[src/rtl/regfile_dump_if.sv]
// Bus between the register-file dump engine and its controller/consumer.
// Carries the start/abort controls, the register-file read port and the output stream.
interface regfile_dump_if #(
  parameter int unsigned ADDR_W = 5,
  parameter int unsigned DATA_W = 32
);
  logic              start;
  logic [ADDR_W-1:0] first_addr;
  logic [ADDR_W-1:0] last_addr;
  logic              abort;
  logic [ADDR_W-1:0] rf_addr;
  logic [DATA_W-1:0] rf_data;
  logic              out_valid;
  logic              out_ready;
  logic [DATA_W-1:0] out_data;
  logic [ADDR_W-1:0] out_addr;
  logic              out_last;
  logic              busy;
  logic              done;

  modport master (
    output start, first_addr, last_addr, abort, rf_data, out_ready,
    input  rf_addr, out_valid, out_data, out_addr, out_last, busy, done
  );

  modport slave (
    input  start, first_addr, last_addr, abort, rf_data, out_ready,
    output rf_addr, out_valid, out_data, out_addr, out_last, busy, done
  );
endinterface

[src/rtl/regfile_dump.sv]
// Walks a wrap-around register range through one async read port and streams
// each word, snapshotted at read time, over valid/ready.
module regfile_dump #(
  parameter int unsigned ADDR_W = 5,
  parameter int unsigned DATA_W = 32
) (
  input  logic              clk,
  input  logic              rst,
  regfile_dump_if.slave     bus
);
  localparam logic [1:0] S_IDLE = 2'd0;
  localparam logic [1:0] S_READ = 2'd1;
  localparam logic [1:0] S_SEND = 2'd2;
  localparam logic [1:0] S_DONE = 2'd3;

  logic [1:0]        state,     state_n;
  logic [ADDR_W-1:0] cur,       cur_n;
  logic [ADDR_W-1:0] end_addr,  end_addr_n;
  logic [ADDR_W-1:0] rf_addr_q, rf_addr_n;
  logic              valid_q,   valid_n;
  logic [DATA_W-1:0] data_q,    data_n;
  logic [ADDR_W-1:0] addr_q,    addr_n;
  logic              last_q,    last_n;
  logic              busy_q,    busy_n;
  logic              done_q,    done_n;

  // State and all output registers.
  always_ff @(posedge clk or negedge rst) begin
    if (!rst) begin
      state     <= S_IDLE;
      cur       <= '0;
      end_addr  <= '0;
      rf_addr_q <= '0;
      valid_q   <= 1'b0;
      data_q    <= '0;
      addr_q    <= '0;
      last_q    <= 1'b0;
      busy_q    <= 1'b0;
      done_q    <= 1'b0;
    end else begin
      state     <= state_n;
      cur       <= cur_n;
      end_addr  <= end_addr_n;
      rf_addr_q <= rf_addr_n;
      valid_q   <= valid_n;
      data_q    <= data_n;
      addr_q    <= addr_n;
      last_q    <= last_n;
      busy_q    <= busy_n;
      done_q    <= done_n;
    end
  end

  // Next-state and next-output logic.
  always_comb begin
    state_n    = state;
    cur_n      = cur;
    end_addr_n = end_addr;
    rf_addr_n  = rf_addr_q;
    valid_n    = valid_q;
    data_n     = data_q;
    addr_n     = addr_q;
    last_n     = last_q;
    done_n     = 1'b0;

    case (state)
      S_IDLE: begin
        if (bus.start) begin
          cur_n      = bus.first_addr;
          end_addr_n = bus.last_addr;
          rf_addr_n  = bus.first_addr;
          state_n    = S_READ;
        end
      end
      S_READ: begin
        // Capture at the READ-exit edge so a same-edge write is not seen.
        data_n  = bus.rf_data;
        addr_n  = cur;
        last_n  = (cur == end_addr);
        valid_n = 1'b1;
        state_n = S_SEND;
      end
      S_SEND: begin
        if (valid_q && bus.out_ready) begin
          valid_n = 1'b0;
          if (last_q) begin
            last_n  = 1'b0;
            done_n  = 1'b1;
            state_n = S_DONE;
          end else begin
            cur_n     = cur + ADDR_W'(1);
            rf_addr_n = cur + ADDR_W'(1);
            state_n   = S_READ;
          end
        end
      end
      S_DONE: begin
        state_n = S_IDLE;
      end
      default: begin
        state_n = S_IDLE;
      end
    endcase

    // Abort wins over everything outside IDLE and drops any pending word.
    if (bus.abort && (state != S_IDLE)) begin
      state_n = S_IDLE;
      valid_n = 1'b0;
      last_n  = 1'b0;
      done_n  = 1'b0;
    end

    busy_n = (state_n != S_IDLE);
  end

  assign bus.rf_addr   = rf_addr_q;
  assign bus.out_valid = valid_q;
  assign bus.out_data  = data_q;
  assign bus.out_addr  = addr_q;
  assign bus.out_last  = last_q;
  assign bus.busy      = busy_q;
  assign bus.done      = done_q;
endmodule

[src/flat_wrapper.sv]
// flat-port wrapper written by rule: the top's interface ports become plain ports
module regfile_dump_flat 
#(
  parameter int unsigned ADDR_W = 5,
  parameter int unsigned DATA_W = 32
)
  (clk, rst, bus_start, bus_first_addr, bus_last_addr, bus_abort, bus_rf_data, bus_out_ready, bus_rf_addr, bus_out_valid, bus_out_data, bus_out_addr, bus_out_last, bus_busy, bus_done);
  regfile_dump_if #(.ADDR_W(ADDR_W), .DATA_W(DATA_W)) bus_i ();
  input  logic clk;
  input  logic rst;
  input wire logic [$bits(bus_i.start)-1:0] bus_start;
  input wire logic [$bits(bus_i.first_addr)-1:0] bus_first_addr;
  input wire logic [$bits(bus_i.last_addr)-1:0] bus_last_addr;
  input wire logic [$bits(bus_i.abort)-1:0] bus_abort;
  input wire logic [$bits(bus_i.rf_data)-1:0] bus_rf_data;
  input wire logic [$bits(bus_i.out_ready)-1:0] bus_out_ready;
  output wire logic [$bits(bus_i.rf_addr)-1:0] bus_rf_addr;
  output wire logic [$bits(bus_i.out_valid)-1:0] bus_out_valid;
  output wire logic [$bits(bus_i.out_data)-1:0] bus_out_data;
  output wire logic [$bits(bus_i.out_addr)-1:0] bus_out_addr;
  output wire logic [$bits(bus_i.out_last)-1:0] bus_out_last;
  output wire logic [$bits(bus_i.busy)-1:0] bus_busy;
  output wire logic [$bits(bus_i.done)-1:0] bus_done;
  assign bus_i.start = bus_start;
  assign bus_i.first_addr = bus_first_addr;
  assign bus_i.last_addr = bus_last_addr;
  assign bus_i.abort = bus_abort;
  assign bus_i.rf_data = bus_rf_data;
  assign bus_i.out_ready = bus_out_ready;
  assign bus_rf_addr = bus_i.rf_addr;
  assign bus_out_valid = bus_i.out_valid;
  assign bus_out_data = bus_i.out_data;
  assign bus_out_addr = bus_i.out_addr;
  assign bus_out_last = bus_i.out_last;
  assign bus_busy = bus_i.busy;
  assign bus_done = bus_i.done;
  regfile_dump #(.ADDR_W(ADDR_W), .DATA_W(DATA_W)) u_core (.clk(clk), .rst(rst), .bus(bus_i));
endmodule
[config.mk]
export PLATFORM = sky130hd
export DESIGN_NAME = regfile_dump_flat
export DESIGN_NICKNAME = d
export VERILOG_FILES = /design/src/rtl/regfile_dump_if.sv /design/src/rtl/regfile_dump.sv /design/src/flat_wrapper.sv
export SDC_FILE = /design/constraint.sdc
export NUM_CORES = 1
export LEC_CHECK = 0
export CAP_MARGIN = 20
export CORE_UTILIZATION = 43
export CTS_CLUSTER_SIZE = 24
export DETAILED_ROUTE_END_ITERATION = 16
export HOLD_SLACK_MARGIN = 0.03
export MAX_ROUTING_LAYER = met4
export PLACE_DENSITY_LB_ADDON = 0.12
export REMOVE_ABC_BUFFERS = 1
export SETUP_SLACK_MARGIN = 0.4
export SLEW_MARGIN = 20
export SYNTH_ARGS = -nofsm -noshare
export SYNTH_HDL_FRONTEND = slang
export SYNTH_SLANG_ARGS = --single-unit
[constraint.sdc]
create_clock -name clk -period 2.22 [get_ports clk]
set_input_delay 0.444 -clock clk [delete_from_list [all_inputs] [get_ports clk]]
set_output_delay 0.444 -clock clk [all_outputs]
set_load 0.01 [all_outputs]
==> results of run 1 <==
-- layout make-up --
class                           count  area share
Clock inverter                      2     0.01013
Timing Repair Buffer               99      0.2872
Inverter                            4    0.004340
Sequential cell                    53      0.3852
Tap cell                           70     0.02532
Multi-Input combinational cell    105      0.2680
Clock buffer                        5     0.01989
-- per-stage QoR --
stage | std cells | hold WS (ns) | area, sq um | power, mW
floorplan | 162 | 0.1484 | 2246 | 3.124
global placement | 328 | 0.4663 | 3307 | 4.327
detailed placement | 328 | 0.4629 | 3307 | 4.379
CTS | 335 | 0.1375 | 3426 | 5.039
global route | 338 | 0.1478 | 3460 | 5.385
finish | 338 | 0.1386 | 3460 | 5.037
-- sequential cells by signal (all words and copies together), names as in the netlist --
| register | count |
|---|---|
| u_core.bus.out_last | 1 |
| u_core.bus.out_valid | 1 |
| u_core.bus.done | 1 |
| u_core.cur | 5 |
| u_core.state | 2 |
| u_core.bus.busy | 1 |
| u_core.bus.out_data | 32 |
| u_core.end_addr | 5 |
| u_core.bus.out_addr | 5 |
-- cells by family after synthesis --
logic type	share of synthesized area
compound gates	0.06216
mux	0.2086
flops	0.5730
xor+xnor	0.01892
buf+inv	0.03621
fa+ha+maj	0.02162
simple gates	0.07946
-- Yosys cell counts --
master    instances  share of area
a21oi_1           6          0.013
a22o_1            1         0.0038
a311oi_1          1         0.0038
a31oi_1           2         0.0054
a32oi_1           1         0.0038
a41o_1            1         0.0043
and2_1            1         0.0027
and2b_2           1         0.0038
and3_2            1         0.0032
and3b_4           1         0.0054
buf_2             3         0.0065
buf_6             2         0.0097
clkbuf_1          1         0.0016
clkbuf_8          2          0.012
dfrtp_1          53           0.57
ha_1              4          0.022
inv_1             4         0.0065
mux2_2           42           0.20
mux2i_1           1         0.0043
nand2_1           6         0.0097
nand2b_1          2         0.0054
nand3_1           2         0.0043
nand3_4           1         0.0076
nand4_1           2         0.0054
nor2_1            9          0.015
nor2b_1           2         0.0054
nor3_1            1         0.0022
nor4_1            1         0.0027
o211ai_1          2         0.0065
o21ai_0           2         0.0043
o22a_1            1         0.0038
o22a_2            1         0.0043
o22ai_1           2         0.0054
o41ai_1           1         0.0038
or2_2             1         0.0027
or4b_1            1         0.0043
xnor2_1           1         0.0038
xor2_1            4          0.015
-- how the worst max path moves through the flow --
stage	slack [ns]	to	cells past startpoint
after global routing	0.42	u_core.cur[4]	5
after CTS	0.40	u_core.cur[2]	6
after floorplan	0.29	u_core.bus.out_addr[0]	3
after global placement	0.19	u_core.cur[4]	5
final	0.46	u_core.cur[4]	5
after detailed placement	0.15	u_core.cur[4]	5
-- per-layer routing --
| layer | track usage | vias to the layer above |
|---|---|---|
| met1 | 0.2216 | 823 |
| met3 | 0.06217 | 2 |
| met4 | 0.04938 | 0 |
| met2 | 0.3214 | 57 |
| li1 | - | 796 |
| met5 | - | - |
-- timing repair --
action	4_1_cts	5_1_grt
endpoints found under the setup margin	6	6
gates cloned	0	0
endpoints found under the hold margin	0	0
pin swaps	0	0
hold buffers	0	0
buffers inserted	0	3
resized for setup	6	3
-- power groups by stage --
| stage | clock network [mW] | registers (mW) | logic, mW |
|---|---|---|---|
| after global placement | 0 | 1.78 | 2.55 |
| final | 0.615 | 1.76 | 2.66 |
| after CTS | 0.640 | 1.79 | 2.61 |
| after detailed placement | 0 | 1.80 | 2.58 |
| after floorplan | 0 | 1.95 | 1.18 |
| after global routing | 0.678 | 1.83 | 2.87 |
==> flow_summary.json, run 1 <==
{
  "grtUsageTotal": 0.1912,
  "hold_viol": 0,
  "firstDrtPassIters": 4,
  "rr_worst_depth": 6,
  "cap_violations": 0,
  "overflow": 0,
  "regArea_sq_um": 1333,
  "place_congestion": 0.8729,
  "grt_start_max_net_pins": 54,
  "wl_met1_um": 2123,
  "initial_core_util": 0.4503,
  "die-area_sq_um": 5681,
  "drive_above_1_share": 0.2724,
  "drt-wirelength-per-cell_um": 14.55,
  "ff2ff_setup_slack_ns": 0.50,
  "slew_headroom": 0.7723,
  "first_global_vias": 1713,
  "drc": 0,
  "nFillCells": 411,
  "synth-seq-cells": 53,
  "status": "finished, final reports clean",
  "final_cell_mix": "clkdlybuf4s50_1, dfrtp_1, mux2_2, nor2_1",
  "num_rows": 26,
  "place_ws_ns": 0.1494,
  "setup_viol": 0,
  "p_leak_nw": 1.421,
  "fin_crit_sh": 0.7922,
  "seq_area_frac_synth": 0.5730,
  "switching_share": 0.3270,
  "p_clk_frac": 0.122,
  "cp-startpoint": "bus_out_ready",
  "clock_sinks": 53,
  "p_int_mw": 3.390,
  "end_kind": "register",
  "portBuffers": 92,
  "num_vias": 1678,
  "worstSkewPairLatency_ns": 0.29,
  "netlist-cell-type-count": 38,
  "ant_nets": 0,
  "syn_inst": 170,
  "vias_per_cell": 4.964,
  "r2r_start": "u_core.state[0]",
  "cp_top_family": "simple AND/OR/NAND/NOR gates",
  "die_w_um": 75.37,
  "arrival_ns": 1.97,
  "synth_area_sq_um": 2315,
  "top_level_ports": 93,
  "routed_wirelength_um": 4917,
  "cp.buffers_inverters": 1,
  "clkTransAtPathRegs_ns": 0.09,
  "area_delta_synth_final_pct": 49.46,
  "fmax_ghz": 0.5686,
  "n_antenna_cell": 0,
  "crit_chain": "clkdlybuf4s50_1 -> and3b_4 -> nand3_4 -> or4b_1 -> o211ai_1",
  "first_iter_violations": 64,
  "routed.top_layer": "met4",
  "die_h_um": 75.37,
  "cts_buffers": 5,
  "yosys_warnings": 0,
  "antenna_found_initial": 0,
  "htree_levels": 2,
  "cts_tree": "built",
  "final_common_cell": "clkdlybuf4s50_1",
  "timing.rr.end": "u_core.bus.busy",
  "crit_required_ns": 2.43,
  "p_seq_frac": 0.350,
  "fin_setup_tns_ns": 0,
  "place_hpwl_um": 3511,
  "fin_skew_ns": 0.007908,
  "clk_path_buf_depth": 2,
  "cp_slowest_cell": "clkdlybuf4s50_1",
  "worst_pin_slew_ns": 0.3384,
  "layout_setup_ws_ns": 0.4613,
  "cp-start-kind": "input port",
  "vdd_drop_max_uv": 803.0,
  "cellPowerDensity_nw_per_um2": 1456,
  "design.core.area_sq_um": 5140,
  "wl_met3_um": 355,
  "postSynthAreaPerCell_sq_um": 13.62,
  "grt_pass1_wl_um": 7707,
  "cp_slowest_stage_delay_ns": 0.55,
  "maxSlewViolCount": 0,
  "hp-class": "input port to async pin",
  "grt_setup_unrepaired": "false",
  "multiInputGateArea_sq_um": 927.1,
  "crit_fanout": 5,
  "period_needed_ns": 1.759,
  "route.met2.wl_um": 2422,
  "post-route-util": 0.6731,
  "cts_root_buf": "clkbuf_8",
  "num-nets-final": 319,
  "comb_power_share": 0.528,
  "p_sw_mw": 1.647,
  "path_class": "input port to register"
}
Note: power is estimated with default switching activity, not from simulation.
==> run 2, diff against run 1 <==
- CORE_UTILIZATION: 43 -> 39
- clock period: 2.22 -> 1.6 ns (I/O delays scaled with it)
==> run 2 against run 1 <==
Combinational power is 130% higher; sequential power is 37% higher; clock skew fell by 0.0049 ns; critical path depth unchanged; die area increased by 10%; core utilization rose by 7.4 points; global-route usage is 2.3 points higher; wire length increased by 41%; hold slack better by 0.37 ns; critical path type is now register to register; critical endpoint unchanged.
==> flow_summary.json, run 2 (same netlist as run 1, synthesis figures left out) <==
{
  "r2r_start": "u_core.bus.out_last",
  "die_h_um": 79.04,
  "p_int_mw": 6.293,
  "drt-wirelength-per-cell_um": 17.82,
  "grt_start_max_net_pins": 22,
  "vdd_drop_max_uv": 1417,
  "final_cell_mix": "dfrtp_1, clkdlybuf4s50_1, mux2_4, buf_2, buf_4",
  "clk_path_buf_depth": 2,
  "n_antenna_cell": 0,
  "p_clk_frac": 0.097,
  "place_ws_ns": -0.2417,
  "slew_headroom": 0.6606,
  "area_delta_synth_final_pct": 80.92,
  "num_rows": 27,
  "period_needed_ns": 1.557,
  "cp-startpoint": "u_core.bus.out_last",
  "portBuffers": 92,
  "htree_levels": 2,
  "placed_area_sq_um": 3415,
  "grt_setup_unrepaired": "true",
  "place_congestion": 0.8623,
  "multiInputGateArea_sq_um": 1210,
  "cp-start-kind": "register",
  "firstDrtPassIters": 4,
  "routed_wirelength_um": 6915,
  "end_kind": "register",
  "grtUsageTotal": 0.2140,
  "crit_fanout": 2,
  "fin_crit_sh": 0.9734,
  "crit_chain": "buf_4 -> and3b_4 -> nand3_4 -> or4b_1 -> o211ai_1",
  "antenna_found_initial": 0,
  "die_w_um": 79.04,
  "cellPowerDensity_nw_per_um2": 2266,
  "clock_sinks": 53,
  "drive_above_1_share": 0.5633,
  "path_class": "register to register",
  "grt_pass1_wl_um": 9860,
  "regArea_sq_um": 1330,
  "overflow": 0,
  "p_seq_frac": 0.256,
  "fin_skew_ns": 0.002978,
  "final_common_cell": "dfrtp_1",
  "design.core.area_sq_um": 5608,
  "nFillCells": 391,
  "maxSlewViolCount": 0,
  "cts_root_buf": "clkbuf_8",
  "top_level_ports": 93,
  "cp_slowest_cell": "or4b_1",
  "num-nets-final": 366,
  "largest_reg_flops": 32,
  "p_sw_mw": 3.194,
  "power.total_mw": 9.487,
  "num_vias": 1968,
  "hp-class": "register to register",
  "fmax_ghz": 0.6421,
  "layout_setup_ws_ns": 0.04261,
  "crit_required_ns": 1.82,
  "worst_pin_slew_ns": 0.5091,
  "worstSkewPairLatency_ns": 0.30,
  "initial_core_util": 0.4128,
  "ant_nets": 0,
  "first_global_vias": 2031,
  "die-area_sq_um": 6247,
  "drc": 0,
  "cp_slowest_stage_delay_ns": 0.47,
  "comb_power_share": 0.648,
  "hold_viol": 0,
  "cts_tree": "built",
  "clkTransAtPathRegs_ns": 0.10,
  "vias_per_cell": 5.072,
  "p_leak_nw": 1.967,
  "switching_share": 0.3367,
  "final_area_sq_um": 4188,
  "first_iter_violations": 67,
  "setup_viol": 0,
  "arrival_ns": 1.78,
  "cap_violations": 0,
  "place_hpwl_um": 3731,
  "cts_buffers": 5,
  "status": "finished, final reports clean",
  "hold_ws_ns": 0.5128,
  "hold_start": "u_core.bus.out_data[3]"
}
==> run 2: power by group through the flow <==
stage / combinational [mW] / clock [mW] / sequential, mW
floorplan: 1.63 / 0 / 2.70
global placement: 3.72 / 0 / 2.44
detailed placement: 3.74 / 0 / 2.47
CTS: 4.85 / 0.936 / 2.36
global route: 6.51 / 0.993 / 2.50
finish: 6.15 / 0.916 / 2.42
==> run 2: repair_timing <==
item	in CTS	in global routing
hold buffers	1	0
gates cloned	6	2
setup endpoints to repair	99	66
endpoints found under the hold margin	18	0
pin swaps	9	7
gates resized for setup	217	71
setup buffers	21	6
==> run 2: final timing paths <==
| path | slack, ns | to | cells after the start |
|---|---|---|---|
| hold reg to reg | 0.51 | u_core.bus.out_data[3] | 1 |
| max in group asynchronous | 0.55 | u_core.cur[4] | 3 |
| min in group asynchronous | 0.52 | u_core.bus.out_data[27] | 2 |
| setup reg to reg | 0.04 | u_core.cur[4] | 5 |
| setup / recovery | 0.04 | u_core.cur[4] | 5 |
| hold / removal | 0.51 | u_core.bus.out_data[3] | 1 |
==> run 2: worst max-delay path, delay by kind of cell (launching register included) <==
kind | cells | cell delay [ns]
AND/OR/NAND/NOR | 3 | 0.85
flip-flops | 1 | 0.40
buffers and inverters | 1 | 0.14
AO/OA/AOI/OAI | 1 | 0.09
==> run 2: area by class of cell <==
| cell class | instances | area share |
|---|---|---|
| clock buffers | 6 | 0.01733 |
| clock inverters | 2 | 0.009262 |
| inverters | 4 | 0.003585 |
| multi-input cells | 105 | 0.2889 |
| flip-flops and latches | 53 | 0.3176 |
| well taps | 72 | 0.02151 |
| repair buffers | 146 | 0.3418 |
==> run 2: routing by layer <==
metal | global-route usage | routed length [um] | vias to the layer above
met1 | 0.2684 | 3090 | 1000
met4 | 0.06727 | 80 | 0
met2 | 0.3517 | 3467 | 64
li1 | - | - | 896
met3 | 0.03908 | 276 | 8
met5 | - | 0 | -
==> run 2: metrics by stage <==
step | util | setup TNS (ns) | cells
2_1_floorplan | - | -12.81 | 162
3_3_place_gp | 0.6089 | -0.6131 | 344
3_5_place_dp | 0.6089 | -0.7380 | 344
4_1_cts | 0.6783 | 0 | 380
5_1_grt | 0.7468 | -0.001638 | 388
6_report | 0.7468 | 0 | 388
==> run 3, diff against run 2 <==
--- a/config.mk
+++ b/config.mk
@@ -14,2 +14,3 @@
 export PLACE_DENSITY_LB_ADDON = 0.12
+export RECOVER_POWER = 50
 export REMOVE_ABC_BUFFERS = 1
==> constraint.sdc (replaced) <==
create_clock -name clk -period 1.6 [get_ports clk]
set_input_delay 0.24 -clock clk [delete_from_list [all_inputs] [get_ports clk]]
set_output_delay 0.24 -clock clk [all_outputs]
set_load 0.01 [all_outputs]
==> run 3 against run 2 <==
Global-route usage decreased by 2.6 points; sequential share of layout area increased by 3.6 points; register-to-register slack improved by 0.05 ns; critical endpoint is now u_core.bus.busy; final area decreased by 10%; highest routed layer unchanged.
==> flow_summary.json, run 3 (same netlist as run 1, synthesis figures left out) <==
{
  "status": "finished, final reports clean",
  "clkTransAtPathRegs_ns": 0.10,
  "grtUsageTotal": 0.1881,
  "grt_start_max_net_pins": 22,
  "cts_root_buf": "clkbuf_8",
  "cts_tree": "built",
  "setup_viol": 0,
  "cts_buffers": 5,
  "routed_wirelength_um": 5925,
  "path_class": "register to register",
  "arrival_ns": 1.69,
  "rr_worst_depth": 5,
  "grt_setup_unrepaired": "true",
  "post-route-util": 0.6707,
  "placed_area_sq_um": 3437,
  "die-area_sq_um": 6247,
  "finalNonFillerCells": 378,
  "worstSkewPairLatency_ns": 0.29,
  "fmax_ghz": 0.6631,
  "drt-wirelength-per-cell_um": 15.67,
  "final_common_cell": "dfrtp_1",
  "design.core.area_sq_um": 5608,
  "cp-start-kind": "register",
  "firstDrtPassIters": 4,
  "final_cell_mix": "dfrtp_1, clkdlybuf4s50_1, buf_4, clkbuf_1, mux2_2",
  "place_hpwl_um": 3839,
  "vdd_drop_max_uv": 1085,
  "clock_sinks": 53,
  "htree_levels": 2,
  "power.total_mw": 7.847,
  "worst_pin_slew_ns": 0.5229,
  "first_iter_violations": 47,
  "fin_skew_ns": 0.005423,
  "period_needed_ns": 1.508,
  "num-nets-final": 356,
  "area_delta_synth_final_pct": 62.49,
  "crit_fanout": 6,
  "overflow": 0,
  "largest_reg_flops": 32,
  "place_congestion": 0.9267,
  "dp.cells": 347,
  "clk_path_buf_depth": 2,
  "antenna_found_initial": 0,
  "p_leak_nw": 1.664,
  "die_w_um": 79.04,
  "ant_nets": 0,
  "hold_ws_ns": 0.4395,
  "final_area_sq_um": 3761,
  "routed.top_layer": "met4",
  "top_level_ports": 93,
  "slew_headroom": 0.6514,
  "n_antenna_cell": 0,
  "layout_setup_ws_ns": 0.09195,
  "fin_crit_sh": 0.9425,
  "portBuffers": 92,
  "end_kind": "register",
  "hold_viol": 0,
  "initial_core_util": 0.4128,
  "fin_setup_tns_ns": 0,
  "cellPowerDensity_nw_per_um2": 2086,
  "maxSlewViolCount": 0,
  "vias_per_cell": 5.011,
  "wl_met3_um": 319,
  "num_vias": 1894,
  "nFillCells": 474,
  "drc": 0,
  "crit_required_ns": 1.78,
  "place_ws_ns": -0.1594,
  "cap_violations": 0,
  "die_h_um": 79.04,
  "hp-class": "input port to async pin",
  "route.met2.wl_um": 2991,
  "grt_pass1_wl_um": 8832,
  "drive_above_1_share": 0.4150,
  "wl_met1_um": 2515,
  "first_global_vias": 1941,
  "num_rows": 27
}
[run 3: cell count changes in the layout (fill, tap and decap cells not counted), sizes merged]
cell | before | now
clkbuf | 8 | 41
clkdlybuf4s15 | 0 | 9
inv | 4 | 5
dlygate4sd2 | 0 | 1
buf | 98 | 44
[run 3: repair_timing]
action,4_1_cts,5_1_grt
hold endpoints to repair,18,0
hold buffers,1,0
resized for setup,119,67
pin swaps,4,10
setup endpoints to repair,98,88
gates cloned,2,3
setup buffers,14,3
[run 3: layer usage]
metal,GRT usage,vias up
li1,-,871
met4,0.05455,0
met3,0.04943,10
met5,-,-
met1,0.2329,949
met2,0.3034,64
[run 3: worst paths after layout]
check	slack [ns]	to	from
max	0.09	u_core.bus.busy	u_core.state[0]
min	0.44	u_core.bus.out_data[27]	rst
max reg2reg	0.09	u_core.bus.busy	u_core.state[0]
min reg2reg	0.51	u_core.bus.out_data[22]	u_core.bus.out_data[22]
max in group asynchronous	0.25	u_core.cur[3]	rst
min in group clk	0.51	u_core.bus.out_data[22]	u_core.bus.out_data[22]
[run 3: final cells by class]
class                      count  area (sq um)  share of cell area
clock buffer                   5         68.82             0.01830
clock inverter                 3         43.79             0.01164
inverter                       4         15.01            0.003992
multi-input combinational    105          1062              0.2824
sequential                    53          1330              0.3536
tap                           72         90.09             0.02395
timing repair buffer         136          1151              0.3061
[run 3: report_power, final]
| group | internal (mW) | switching [mW] | leakage [nW] |
|---|---|---|---|
| logic | 2.62 | 1.95 | 0.987 |
| clock network | 0.469 | 0.434 | 0.0585 |
| registers | 2.02 | 0.364 | 0.619 |
[run 3: critical path, cell delays in order, from the launching register on]
cell      delay (ns)
dfrtp_1         0.40
buf_4           0.16
ha_4            0.21
nand2b_1        0.15
a22o_1          0.20
or2_2           0.27
